### src/rtl/uart_tx_fifo_pkg.sv
// Shared UART definitions: FSM state encoding, data width, default baud divisor and parity helper.
// The ST_PARITY state exists only when UART_TX_PARITY_EN is defined.
package uart_tx_fifo_pkg;

   localparam int DATA_W       = 8;
   localparam int BAUD_DIV_DEF = 174;

   typedef enum logic [2:0] {
      ST_IDLE   = 3'd0,
      ST_START  = 3'd1,
      ST_DATA   = 3'd2,
      ST_STOP   = 3'd3
`ifdef UART_TX_PARITY_EN
      ,
      ST_PARITY = 3'd4
`endif
   } uart_state_t;

   function automatic logic even_parity(input logic [DATA_W-1:0] d);
      return ^d;
   endfunction

endpackage

### src/rtl/uart_tx_fifo_if.sv
// Byte write port of the UART transmitter: valid/ready handshake, bridge side is the master.
interface uart_tx_fifo_if;
   import uart_tx_fifo_pkg::*;

   logic [DATA_W-1:0] tx_data;
   logic              tx_valid;
   logic              tx_ready;

   modport master (output tx_data, output tx_valid, input  tx_ready);
   modport slave  (input  tx_data, input  tx_valid, output tx_ready);

endinterface

### src/rtl/uart_tx_fifo_sync_fifo.sv
// uart_sync_fifo: synchronous circular FIFO with occupancy count, shared by the UART TX and RX paths.
// Push while full and pop while empty are ignored; the head word is readable combinationally.
module uart_sync_fifo #(
   parameter int WIDTH = 8,
   parameter int DEPTH = 8
) (
   input  logic                     clk_in,
   input  logic                     rst_n,
   input  logic                     i_push,
   input  logic [WIDTH-1:0]         i_data,
   input  logic                     i_pop,
   output logic [WIDTH-1:0]         o_data,
   output logic                     o_full,
   output logic                     o_empty,
   output logic [$clog2(DEPTH):0]   o_count
);

   localparam int AW = $clog2(DEPTH);
   localparam logic [AW-1:0] PTR_INC = AW'(1);
   localparam logic [AW:0]   CNT_INC = (AW+1)'(1);
   localparam logic [AW:0]   CNT_MAX = (AW+1)'(DEPTH);

   logic [WIDTH-1:0] r_mem [DEPTH];
   logic [AW-1:0]    r_wr_ptr;
   logic [AW-1:0]    r_rd_ptr;
   logic [AW:0]      r_count;
   logic             w_push;
   logic             w_pop;

   assign o_full  = (r_count == CNT_MAX);
   assign o_empty = (r_count == '0);
   assign w_push  = i_push & ~o_full;
   assign w_pop   = i_pop & ~o_empty;
   assign o_data  = r_mem[r_rd_ptr];
   assign o_count = r_count;

   // storage array, deliberately not reset
   always_ff @(posedge clk_in) begin
      if (w_push) begin
         r_mem[r_wr_ptr] <= i_data;
      end
   end

   // pointers wrap naturally because DEPTH is a power of two
   always_ff @(posedge clk_in or negedge rst_n) begin
      if (!rst_n) begin
         r_wr_ptr <= '0;
         r_rd_ptr <= '0;
         r_count  <= '0;
      end else begin
         if (w_push) begin
            r_wr_ptr <= r_wr_ptr + PTR_INC;
         end
         if (w_pop) begin
            r_rd_ptr <= r_rd_ptr + PTR_INC;
         end
         case ({w_push, w_pop})
            2'b10:   r_count <= r_count + CNT_INC;
            2'b01:   r_count <= r_count - CNT_INC;
            default: r_count <= r_count;
         endcase
      end
   end

endmodule

### src/rtl/uart_tx_fifo.sv
// UART transmitter with byte FIFO: 8N1 frames LSB first on uart_txd, idle high.
// Define UART_TX_PARITY_EN to insert an even-parity bit (8E1).
module uart_tx_fifo
   import uart_tx_fifo_pkg::*;
#(
   parameter int BAUD_DIV   = BAUD_DIV_DEF,
   parameter int FIFO_DEPTH = 8
) (
   input  logic                          clk_in,
   input  logic                          sys_rstn,
   uart_tx_fifo_if.slave                 wr,
   output logic                          uart_txd,
   output logic                          busy,
   output logic [$clog2(FIFO_DEPTH):0]   fifo_count
);

   localparam int BW = (BAUD_DIV > 2) ? $clog2(BAUD_DIV) : 1;
   localparam logic [BW-1:0] BAUD_LAST = BW'(BAUD_DIV - 1);
   localparam logic [BW-1:0] BAUD_INC  = BW'(1);
   localparam logic [2:0]    BIT_LAST  = 3'(DATA_W - 1);

   uart_state_t       r_state;
   uart_state_t       w_state_nxt;
   logic [BW-1:0]     r_baud_cnt;
   logic [BW-1:0]     w_baud_nxt;
   logic [2:0]        r_bit_idx;
   logic [2:0]        w_bit_nxt;
   logic [DATA_W-1:0] r_shift;
   logic [DATA_W-1:0] w_shift_nxt;
   logic              r_txd;
   logic              w_txd_nxt;
   logic              w_baud_done;
   logic              w_pop;
   logic              w_empty;
   logic              w_full;
   logic [DATA_W-1:0] w_fifo_data;

   uart_sync_fifo #(.WIDTH(DATA_W), .DEPTH(FIFO_DEPTH)) u_fifo (
      .clk_in  (clk_in),
      .rst_n   (sys_rstn),
      .i_push  (wr.tx_valid),
      .i_data  (wr.tx_data),
      .i_pop   (w_pop),
      .o_data  (w_fifo_data),
      .o_full  (w_full),
      .o_empty (w_empty),
      .o_count (fifo_count)
   );

   assign w_baud_done = (r_baud_cnt == BAUD_LAST);
   assign wr.tx_ready = ~w_full;
   assign busy        = (r_state != ST_IDLE) | ~w_empty;
   assign uart_txd    = r_txd;

   // next state, FIFO pop and shift-register load
   always_comb begin
      w_state_nxt = r_state;
      w_bit_nxt   = r_bit_idx;
      w_shift_nxt = r_shift;
      w_pop       = 1'b0;
      case (r_state)
         ST_IDLE: begin
            if (!w_empty) begin
               w_pop       = 1'b1;
               w_shift_nxt = w_fifo_data;
               w_state_nxt = ST_START;
            end else begin
               w_state_nxt = ST_IDLE;
            end
         end
         ST_START: begin
            if (w_baud_done) begin
               w_state_nxt = ST_DATA;
               w_bit_nxt   = 3'd0;
            end else begin
               w_state_nxt = ST_START;
            end
         end
         ST_DATA: begin
            if (w_baud_done && (r_bit_idx == BIT_LAST)) begin
`ifdef UART_TX_PARITY_EN
               w_state_nxt = ST_PARITY;
`else
               w_state_nxt = ST_STOP;
`endif
            end else if (w_baud_done) begin
               w_bit_nxt = r_bit_idx + 3'd1;
            end else begin
               w_state_nxt = ST_DATA;
            end
         end
`ifdef UART_TX_PARITY_EN
         ST_PARITY: begin
            if (w_baud_done) begin
               w_state_nxt = ST_STOP;
            end else begin
               w_state_nxt = ST_PARITY;
            end
         end
`endif
         ST_STOP: begin
            // a queued byte follows the stop bit with no idle gap
            if (w_baud_done && !w_empty) begin
               w_pop       = 1'b1;
               w_shift_nxt = w_fifo_data;
               w_state_nxt = ST_START;
            end else if (w_baud_done) begin
               w_state_nxt = ST_IDLE;
            end else begin
               w_state_nxt = ST_STOP;
            end
         end
         default: begin
            w_state_nxt = ST_IDLE;
         end
      endcase
   end

   // baud counter and registered line value for the upcoming cycle
   always_comb begin
      w_baud_nxt = '0;
      w_txd_nxt  = 1'b1;
      if ((r_state == ST_IDLE) || w_baud_done) begin
         w_baud_nxt = '0;
      end else begin
         w_baud_nxt = r_baud_cnt + BAUD_INC;
      end
      case (w_state_nxt)
         ST_START:  w_txd_nxt = 1'b0;
         ST_DATA:   w_txd_nxt = w_shift_nxt[w_bit_nxt];
`ifdef UART_TX_PARITY_EN
         ST_PARITY: w_txd_nxt = even_parity(w_shift_nxt);
`endif
         default:   w_txd_nxt = 1'b1;
      endcase
   end

   // FSM, datapath and line registers
   always_ff @(posedge clk_in or negedge sys_rstn) begin
      if (!sys_rstn) begin
         r_state    <= ST_IDLE;
         r_baud_cnt <= '0;
         r_bit_idx  <= 3'd0;
         r_shift    <= '0;
         r_txd      <= 1'b1;
      end else begin
         r_state    <= w_state_nxt;
         r_baud_cnt <= w_baud_nxt;
         r_bit_idx  <= w_bit_nxt;
         r_shift    <= w_shift_nxt;
         r_txd      <= w_txd_nxt;
      end
   end

endmodule

### src/flat_wrapper.sv
// flat-port wrapper written by rule: the top's interface ports become plain ports
module uart_tx_fifo_flat import uart_tx_fifo_pkg::*;
#(
   parameter int BAUD_DIV   = BAUD_DIV_DEF,
   parameter int FIFO_DEPTH = 8
)
  (clk_in, sys_rstn, uart_txd, busy, fifo_count, wr_tx_data, wr_tx_valid, wr_tx_ready);
  uart_tx_fifo_if wr_i ();
  input  logic clk_in;
  input  logic sys_rstn;
  output logic uart_txd;
  output logic busy;
  output logic [$clog2(FIFO_DEPTH):0] fifo_count;
  input wire logic [$bits(wr_i.tx_data)-1:0] wr_tx_data;
  input wire logic [$bits(wr_i.tx_valid)-1:0] wr_tx_valid;
  output wire logic [$bits(wr_i.tx_ready)-1:0] wr_tx_ready;
  assign wr_i.tx_data = wr_tx_data;
  assign wr_i.tx_valid = wr_tx_valid;
  assign wr_tx_ready = wr_i.tx_ready;
  uart_tx_fifo #(.BAUD_DIV(BAUD_DIV), .FIFO_DEPTH(FIFO_DEPTH)) u_core (.clk_in(clk_in), .sys_rstn(sys_rstn), .wr(wr_i), .uart_txd(uart_txd), .busy(busy), .fifo_count(fifo_count));
endmodule
### config.mk
export PLATFORM = sky130hd
export DESIGN_NAME = uart_tx_fifo_flat
export DESIGN_NICKNAME = d
export VERILOG_FILES = /design/src/rtl/uart_tx_fifo_pkg.sv /design/src/rtl/uart_tx_fifo_if.sv /design/src/rtl/uart_tx_fifo_sync_fifo.sv /design/src/rtl/uart_tx_fifo.sv /design/src/flat_wrapper.sv
export SDC_FILE = /design/constraint.sdc
export NUM_CORES = 1
export LEC_CHECK = 0
export ABC_AREA = 1
export CORE_ASPECT_RATIO = 1.1
export CORE_MARGIN = 3
export CORE_UTILIZATION = 25
export DETAILED_ROUTE_END_ITERATION = 8
export MAX_ROUTING_LAYER = met4
export PLACE_DENSITY = 0.39
export SYNTH_ARGS = -nofsm -noshare
export SYNTH_HDL_FRONTEND = slang
export SYNTH_HIERARCHICAL = 1
export SYNTH_SLANG_ARGS = --single-unit
### constraint.sdc
create_clock -name clk_in -period 3.6 [get_ports clk_in]
set_input_delay 0.72 -clock clk_in [delete_from_list [all_inputs] [get_ports clk_in]]
set_output_delay 0.72 -clock clk_in [all_outputs]
set_load 0.02 [all_outputs]
## Word level (Yosys, flattened, before mapping)

Memory sizes are Yosys's and may differ from the RTL's.
Index checks and enable logic that the tools add are counted.
W data, S select, Z words.

| storage, ports and cells | value |
|---|---|
| bits in registers | 33 |
| memories | 1 |
| RAM bits | 64 |
| logic and storage cells | 63 |
| output and inout bits | 7 |
| input bits | 11 |

Memory list:

| memory | words | width | rd ports | clocked after memory_dff | write ports | RTL line | source |
|---|---|---|---|---|---|---|---|
| u_core.u_fifo.r_mem | 8 | 8 | 1 | 0 | 1 | uart_tx_fifo_sync_fifo.sv:23 | `logic [WIDTH-1:0] r_mem [DEPTH];` |

| cells by class | value |
|---|---|
| $lt $le $gt $ge | 1 |
| reductions and logical operators | 8 |
| multiplexer cells | 24 |
| $add $sub $neg | 6 |
| equality and inequality tests | 10 |
| bitwise gates (word level) | 5 |

Operator list:

| operator | number |
|---|---|
| $mux W8 | 3 |
| $mux W3 | 6 |
| $pmux W8 S2 | 1 |
| $pmux W3 S4 | 1 |
| $add A3 B1 Y3 const B | 3 |
| $eq A3 B2 Y1 const B | 3 |
| $add A8 B1 Y8 const B | 1 |
| $eq A8 B8 Y1 const B | 1 |
| $pmux W4 S2 | 1 |
| $eq A3 B1 Y1 const B | 2 |
| $mux W1 | 6 |
| $pmux W3 S2 | 1 |
| $add A4 B1 Y4 const B | 1 |
| $eq A4 B4 Y1 const B | 1 |
| $logic_not A4 Y1 | 1 |
| $lt A3 B4 Y1 const B | 1 |
| $mux W2 | 2 |
| $pmux W1 S2 | 2 |
| $sub A4 B1 Y4 const B | 1 |
| $bmux W1 S3 | 1 |
| $eq A3 B3 Y1 const B | 1 |
| $logic_not A3 Y1 | 1 |
| $reduce_bool A3 Y1 | 1 |
| $and A1 B1 Y1 | 2 |
| other kinds (8) | 10 |

## Longest topological paths before layout

Gate-level depths: netlist of run 1.

| logic depth | value |
|---|---|
| word-level depth | 8 |
| gate-level depth with buffers | 18 |

## Modules after synthesis

Netlist of run 1, hierarchy kept.

By module, submodules not included:

| module | cells each | area an instance (sq um) | seq. area each (sq um) | instances |
|---|---|---|---|---|
| uart_sync_fifo | 295 | 3193.1 | 2172.1 | 1 |
| uart_tx_fifo | 154 | 1333.8 | 576.8 | 1 |

## Worst setup path after synthesis of run 1

OpenSTA, ideal clock, no wires.

| timing | value |
|---|---|
| path kind | register to register |
| from | register u_core.u_fifo.r_count[0], in the netlist u_core/u_fifo/o_count[0] |
| to | register u_core.u_fifo.r_count[3], in the netlist u_core/u_fifo/o_count[3] |
| path slack | 1154 ps |
| arrival time | 2329 ps |
| data required time | 3483 ps |
| stages on the path, launching flop included | 16 |
| setup time | 117 ps |
| clock period less this slack | 2446 ps |
| path buffers | 0 |
| path through | dfrtp_1 nor2_1 nand3_1 inv_1 a21oi_4 nand2_4 clkinv_4 nand2_1 inv_1 ha_1 ha_1 or2_2 nand2_1 nand2_1 nand3_1 nand2_1 |

| on the way | value |
|---|---|
| longest elaborated chain between the ends | 8 |
| elaborated cells between the ends (all ways) | 17 |
| those cells by class | 2 x add/sub; 3 x eq/ne; 4 x mux; 4 x bitwise; 4 x reduce/logical |

RTL lines:

| item | RTL line | source |
|---|---|---|
| start: declaration | uart_tx_fifo_sync_fifo.sv:26 | `logic [AW:0] r_count;` |
| start signal: assignment | uart_tx_fifo_sync_fifo.sv:58 | `2'b10: r_count <= r_count + CNT_INC;` |
| start signal: assignment | uart_tx_fifo_sync_fifo.sv:59 | `2'b01: r_count <= r_count - CNT_INC;` |
| start signal: assignment | uart_tx_fifo_sync_fifo.sv:60 | `default: r_count <= r_count;` |
| $logic_not A4 Y1 * | uart_tx_fifo_sync_fifo.sv:31 | `assign o_empty = (r_count == '0);` |
| via u_core.w_empty | uart_tx_fifo.sv:34 | `logic w_empty;` |
| $logic_not A1 Y1 | -- |  |
| $logic_and A1 B1 Y1 | uart_tx_fifo.sv:103 | `if (w_baud_done && !w_empty) begin` |
| $mux W1 | uart_tx_fifo.sv:103 |  |
| $pmux W1 S2 * | uart_tx_fifo.sv:61 | `case (r_state)` |
| via u_core.w_pop | uart_tx_fifo.sv:33 | `logic w_pop;` |
| $and A1 B1 Y1 * | uart_tx_fifo_sync_fifo.sv:33 | `assign w_pop = i_pop & ~o_empty;` |
| via u_core.u_fifo.w_pop | uart_tx_fifo_sync_fifo.sv:28 | `logic w_pop;` |
| $eq A2 B1 Y1 / $eq A2 B2 Y1 (equally long branches) | uart_tx_fifo_sync_fifo.sv:57 | `case ({w_push, w_pop})` |
| $pmux W4 S2 / $reduce_bool A2 Y1 (equally long branches) | -- |  |

The timed path passes the listed nets; every way through them passes the cells marked *.
A chain may end at the register's enable or synchronous reset.

## Worst setup path in the final report of run 1

| timing | value |
|---|---|
| from | register u_core.r_baud_cnt[0] |
| to | register u_core.u_fifo.r_count[3], in the netlist u_core/u_fifo/o_count[3] |

| on the way | value |
|---|---|
| longest elaborated chain between the ends | 7 |
| elaborated cells between the ends (all ways) | 9 |
| those cells by class | 3 x eq/ne; 3 x mux; 1 x bitwise; 2 x reduce/logical |

RTL lines:

| item | RTL line | source |
|---|---|---|
| start: declaration | uart_tx_fifo.sv:24 | `logic [BW-1:0] r_baud_cnt;` |
| start signal: assignment | uart_tx_fifo.sv:148 | `r_baud_cnt <= w_baud_nxt;` |
| $eq A8 B8 Y1 * | uart_tx_fifo.sv:50 | `assign w_baud_done = (r_baud_cnt == BAUD_LAST);` |
| $logic_and A1 B1 Y1 * | uart_tx_fifo.sv:103 |  |
| $mux W1 * | uart_tx_fifo.sv:103 |  |
| $pmux W1 S2 * | uart_tx_fifo.sv:61 |  |
| via u_core.w_pop | uart_tx_fifo.sv:33 |  |
| $and A1 B1 Y1 * | uart_tx_fifo_sync_fifo.sv:33 |  |
| via u_core.u_fifo.w_pop | uart_tx_fifo_sync_fifo.sv:28 |  |
| $eq A2 B1 Y1 / $eq A2 B2 Y1 (equally long branches) | uart_tx_fifo_sync_fifo.sv:57 |  |
| $pmux W4 S2 / $reduce_bool A2 Y1 (equally long branches) | -- |  |

Marks and branches as above.

==> results of run 1 <==
synth_stat cells (3+ instances only):
cell type,count,share of area [%]
a21oi_1,4,0.44
buf_4,3,0.50
buf_6,4,0.99
dfrtp_1,32,18
edfxtp_1,64,42
ha_1,10,2.8
inv_1,34,2.8
inv_2,3,0.25
nand2_1,144,12
nand2_2,7,0.97
nand2_4,4,0.99
nand3_1,21,2.3
nand3_2,4,0.88
nor2_1,37,3.1
nor3_1,5,0.55
o21ai_0,29,3.2
o21ai_1,10,1.1
xnor2_1,5,0.97
xor2_1,4,0.77
state kept, by name (all words and copies together) (netlist names):
signal and flops:
u_core/r_state 3, u_core/r_bit_idx 3, u_core/uart_txd 1, u_core/u_fifo/r_mem 64, u_core/r_baud_cnt 8, u_core/r_shift 8, u_core/u_fifo/o_count 4, u_core/u_fifo/r_rd_ptr 3
u_core/u_fifo/r_wr_ptr 3
routing by layer:
| layer | GRT usage, % | vias up |
|---|---|---|
| li1 | - | 1528 |
| met1 | 13.9 | 1472 |
| met2 | 18.2 | 34 |
| met3 | 2.23 | 16 |
| met4 | 5.14 | 0 |
| met5 | - | - |
worst max-delay path, cell delays in order, from the launching register on:
cell and delay (ns):
dfrtp_1 0.42, ha_1 0.22, nand2_1 0.07, nor2_1 0.04, nand2_1 0.07, nand2_2 0.18, nand2_4 0.20, clkinv_4 0.08
nand2_1 0.13, inv_1 0.09, ha_1 0.28, ha_1 0.36, or2_2 0.29, nand2_1 0.07, nand2_1 0.04, nand3_1 0.07
nand2_1 0.05
path summary, 6_finish.rpt:
| path | from | to | cells after the start |
|---|---|---|---|
| worst min-delay path | sys_rstn | u_core/r_state[1] | 1 |
| worst max register to register | u_core/r_baud_cnt[0] | u_core/u_fifo/o_count[3] | 16 |
| max in group asynchronous | sys_rstn | u_core/r_bit_idx[2] | 1 |
| worst min register to register | u_core/r_shift[2] | u_core/r_shift[2] | 2 |
| worst max-delay path | u_core/r_baud_cnt[0] | u_core/u_fifo/o_count[3] | 16 |
| min in group clk_in | u_core/r_shift[2] | u_core/r_shift[2] | 2 |
kinds of logic (layout without fill, tap and decap cells):
| kind of cell | count (synthesis) | count (layout) |
|---|---|---|
| XOR/XNOR | 9 | 9 |
| AO/OA/AOI/OAI | 50 | 50 |
| adder cells (fa/ha/maj) | 11 | 11 |
| other | 1 | 1 |
| flip-flops | 97 | 97 |
| AND/OR/NAND/NOR | 232 | 232 |
| buffers and inverters | 49 | 80 |
final cells by class:
type / instances / area [um^2]
Clock buffer: 9 / 225
Inverter: 38 / 148
Multi-Input combinational cell: 303 / 1540
Fill cell: 1827 / 12100
Tap cell: 234 / 293
Clock inverter: 7 / 92.6
Timing Repair Buffer: 26 / 233
Sequential cell: 97 / 2750
per-stage QoR:
step                cells  util [%]  total power [mW]  area [um^2]
detailed placement    698      28.6              2.88         4970
finish                714      30.4              3.85         5280
floorplan             449         -              2.47         4530
global route          714      30.4              4.17         5280
global placement      698      28.6              2.87         4970
CTS                   714      30.4              3.93         5280
power breakdown:
group	switching, mW	internal, mW
Combinational	0.824	0.424
Clock	0.463	0.559
Sequential	0.161	1.42
Total	1.45	2.40
==> results.md, run 1 <==
- Status: complete, no violations
- Initial antenna violation count: 0
- Max Fclk: 363 MHz
- Setup TNS Final: 0 ns
- Number of nets in the layout: 497
- Core area: between 15000 and 20000 um^2
- CTS HTree Levels: 3
- Crit path required time: 3.84 ns
- Clk slew on worst S/H paths: about 0.080 ns
- Clk root buf: clkbuf_16
- Max Slew Vio Count: 0
- Post-Syn Nets: 471
- DP Worst Slack: between 0.8 and 0.9 ns
- Seq cells post-synth: just under 100
- CP Max Fanout: 13
- Met3 routed WL: roughly 290 um
- Die Y-Extent: 147 um
- Post-Syn Area: approximately 4500 um^2
- PortBufs: 17
- Antenna diodes: 0
- Hold WC Path Type: input port to asynchronous set/reset pin
- R2r setup slk: roughly 0.85 ns
- CTS tree: yes
- IO Pins: 18
- Final setup fails: 0
- CP Class: flip-flop to flip-flop
- Global-route wire length before repair: 16700 um
- Met2 wire length: about 5000 um
- Syn Inst Count: around 450
- Clk sinks: 97
- Slew of the pin with the lowest slew margin: approximately 0.77 ns
- Async S/R FF share, synth: about a third
- Tmin final: between 2 and 3 ns
- Setup crit end kind: flip-flop
- Vias in the first global route: 3114
- ANT nets after route: 0
- Part of the cycle the worst path needs: between 70% and 80%
- Gpl congestion: roughly 0.75
- DRT Pass-1 Iters: 4
- PostCTS Resize Cnt: 0
- CTS Buf Count: 9
- Max Cap Viol: 0
- XOR/XNOR Fraction of Synth Area: between 1.5 and 2%
- Crit path DAT: 3.00 ns
- Post-route setup slack: between 0.8 and 0.9 ns
- Die X: approximately 130 um
- Pwr/cell area: around 730 nW/um^2
- Most frequent cells in the layout: nand2_1, edfxtp_1, nor2_1
- Top layer in use: met4
- RSZ-0062 raised after global routing: false
- Number of DRC markers in iteration 0: about 170
- Cell variety after synth: 38
- Final Hold Violating Endpoints: 0
- Peak supply drop: 0.305 mV
- DRT met1 WL: ~4600 um
- Max Clock Skew: 0.00747 ns
- Seq/Total Area, Yosys: roughly three fifths
- Mux share of post-synthesis cell area: 0%
- Syn Area/Cell: between 10 and 15 um^2
- Number of synthesis warnings: 6
- Row count: 50
- Slew Limit Headroom: about half
- WHS: 0.445 ns
- Number of synthesized flops with an enable pin: 64
- Compound-gate portion of the synthesized area: 6.55%
- Adder-cell share of the synthesized area: about 3.2%
- Via Count: 3050
- CP Launch Type: flip-flop
- Initial core utilization: a little over a quarter
- Largest net degree at the start of global routing: 34
- Clk_lat worst skew: roughly 0.35 ns
- Drt drc: 0
- Post-CTS Setup Inserts: 0
- Commonest non-fill, non-tap cell in the layout: nand2_1
- Die Area: 19800 um^2
- Vias per inst: 4.27
- GRT Overall Usage: 11.4%
- Hold-fix buffers at CTS: 0
- Longest Clk Path Bufs: 2
- Simple-Gate Fraction of Synth Area: a little under a quarter
- Main combinational cell family by area after synthesis: simple AND/OR/NAND/NOR gates
- HPWL after DPL: roughly 6500 um
- Grt ovf: 0
- Layout cell share with drive strength beyond 1: 11.3%
- Primary FF master, synth: edfxtp_1
- Area delta synth->final: 16.7%
- Drt total wl: between 10000 and 15000 um
- DR WL/cell: 14.1 um
- Leakage Power: between 2 and 2.5 nW
No activity file was read; power rests on OpenSTA's default activity.
==> run 2, diff against run 1 <==
==> constraint.sdc (replaced) <==
create_clock -name clk_in -period 2.6 [get_ports clk_in]
set_input_delay 0.52 -clock clk_in [delete_from_list [all_inputs] [get_ports clk_in]]
set_output_delay 0.52 -clock clk_in [all_outputs]
set_load 0.02 [all_outputs]
==> results.md, run 2 (synthesis gave the netlist of run 1 again) <==
- Status: complete, no violations
- Max Cap Viol: 0
- Crit path required time: around 2.1 ns
- GRT Overall Usage: 11.4%
- Gpl congestion: ~0.75
- Commonest non-fill, non-tap cell in the layout: nand2_1
- Layout cell share with drive strength beyond 1: around an eighth
- Longest Clk Path Bufs: 2
- CP Max Fanout: 5
- PortBufs: 17
- CTS HTree Levels: 3
- Setup TNS Final: 0 ns
- Setup crit end kind: output port
- Crit path DAT: roughly 1.9 ns
- Grt ovf: 0
- Slew Limit Headroom: a little under half
- Crit path buf inv count: 2
- Max Clock Skew: between 0.006 and 0.007 ns
- Max reg flops: 64
- Initial core utilization: a little over a quarter
- RSZ-0062 raised after global routing: false
- Max Fclk: between 400 and 500 MHz
- Antenna diodes: 0
- Core area: roughly 17000 um^2
- Hold-fix buffers at CTS: 0
- Global-route wire length before repair: 16700 um
- Max Slew Vio Count: 0
- Drt drc: 0
- Area delta synth->final: 18.9%
- Vias per inst: ~4.2
- Slowest CP cell: clkdlybuf4s50_1
- Hold WC Path Type: input port to asynchronous set/reset pin
- Leakage Power: 2.23 nW
- Top reg by flops: u_core/u_fifo/r_mem
- Row count: 50
- Number of DRC markers in iteration 0: approximately 110
- Die Y-Extent: ~150 um
- DRT Pass-1 Iters: 4
- Drt total wl: roughly 10000 um
- Pwr/cell area: approximately 1000 nW/um^2
- Cell-by-cell trace of the critical path: nor2_1 -> nand3_1 -> inv_1 -> nand4_1 -> clkdlybuf4s50_1
- Family with the most delay on the worst path: buffers and inverters
- ANT nets after route: 0
- Slew of the pin with the lowest slew margin: 0.799 ns
- Via Count: 3075
- Initial antenna violation count: 0
- Final Hold Violating Endpoints: 0
- CP Launch Type: flip-flop
- DR WL/cell: ~14 um
- Design Power: 5.44 mW
- Clk_lat worst skew: ~0.34 ns
- Clk root buf: clkbuf_16
- CP peak stage delay: around 0.57 ns
- Largest net degree at the start of global routing: 34
- CP Class: flip-flop to output port
- IO Pins: 18
- CTS tree: yes
- Tmin final: around 2.4 ns
- Peak supply drop: about 0.38 mV
- Biggest regs: u_core/u_fifo/r_mem: 64 flops, u_core/r_baud_cnt: 8 flops, u_core/r_shift: 8 flops
- Die Area: a little under 20000 um^2
- Most frequent cells in the layout: nand2_1, edfxtp_1, nor2_1
- CTS Buf Count: 9
- Die X: ~130 um
- Clk sinks: 97
- Fill cells: about 1800
- Final setup fails: 0
- Part of the cycle the worst path needs: a little over 90%
- Vias in the first global route: around 3000
- Number of nets in the layout: about 510
- Clk slew on worst S/H paths: 0.07 ns
- HPWL after DPL: about 6600 um
run 2: metal layers:
| layer | global-route usage (%) | vias to the layer above | routed length, um | part of all wire, % |
|---|---|---|---|---|
| met4 | 4.63 | 0 | 210 | 2.1 |
| met2 | 18.4 | 31 | 4950 | 49 |
| li1 | - | 1555 | - | - |
| met1 | 14.1 | 1474 | 4670 | 46 |
| met3 | 2.02 | 15 | 227 | 2.3 |
| met5 | - | - | 0 | 0 |
run 2: final timing paths:
path | slack [ns] | to | start | cells past startpoint
worst max-delay path | 0.20 | busy | u_core/u_fifo/o_count[1] | 5
worst min-delay path | 0.26 | u_core/r_baud_cnt[2] | sys_rstn | 1
worst max register to register | 0.22 | u_core/u_fifo/o_count[3] | u_core/r_baud_cnt[0] | 16
worst min register to register | 0.48 | u_core/r_shift[2] | u_core/r_shift[2] | 2
max in group asynchronous | 1.84 | u_core/r_shift[3] | sys_rstn | 1
min in group clk_in | 0.48 | u_core/r_shift[2] | u_core/r_shift[2] | 2
run 2: final cells by class:
cell class / count / area (um^2) / area share (%)
Sequential cell: 97 / 2750 / 51.1
Multi-Input combinational cell: 303 / 1560 / 28.9
Timing Repair Buffer: 37 / 315 / 5.86
Tap cell: 234 / 293 / 5.44
Clock buffer: 10 / 229 / 4.25
Inverter: 38 / 148 / 2.74
Clock inverter: 6 / 92.6 / 1.72
run 2: worst register-to-register path: stages, from the launching register on:
cell and delay (ns):
dfrtp_1 0.41, ha_1 0.22, nand2_1 0.07, nor2_1 0.03, nand2_1 0.08, nand2_2 0.08, nand2_4 0.09, clkinv_4 0.06
nand2_1 0.09, inv_1 0.10, ha_4 0.20, ha_1 0.33, or2_2 0.29, nand2_1 0.07, nand2_1 0.04, nand3_1 0.08
nand2_1 0.05
run 2: timing repair:
item                       4_1_cts  5_1_grt
setup endpoints to repair        0        2
gates resized for setup          0        2
setup buffers                    0        1
run 2: report_power, final:
part | switching [mW] | internal (mW)
Sequential | 0.129 | 1.96
Combinational | 1.23 | 0.682
Clock | 0.583 | 0.847
Total | 1.94 | 3.49
run 2: stage by stage:
step	hold WS (ns)	std cells	setup slack [ns]	utilization [%]	area (um^2)
6_report	0.259	725	0.201	30.9	5380
5_1_grt	0.334	725	0.0151	30.9	5380
3_5_place_dp	0.460	708	0.107	29.0	5040
4_1_cts	0.288	724	0.0972	30.8	5360
3_3_place_gp	0.462	708	0.172	29.0	5040
2_1_floorplan	0.224	449	0.154	-	4530
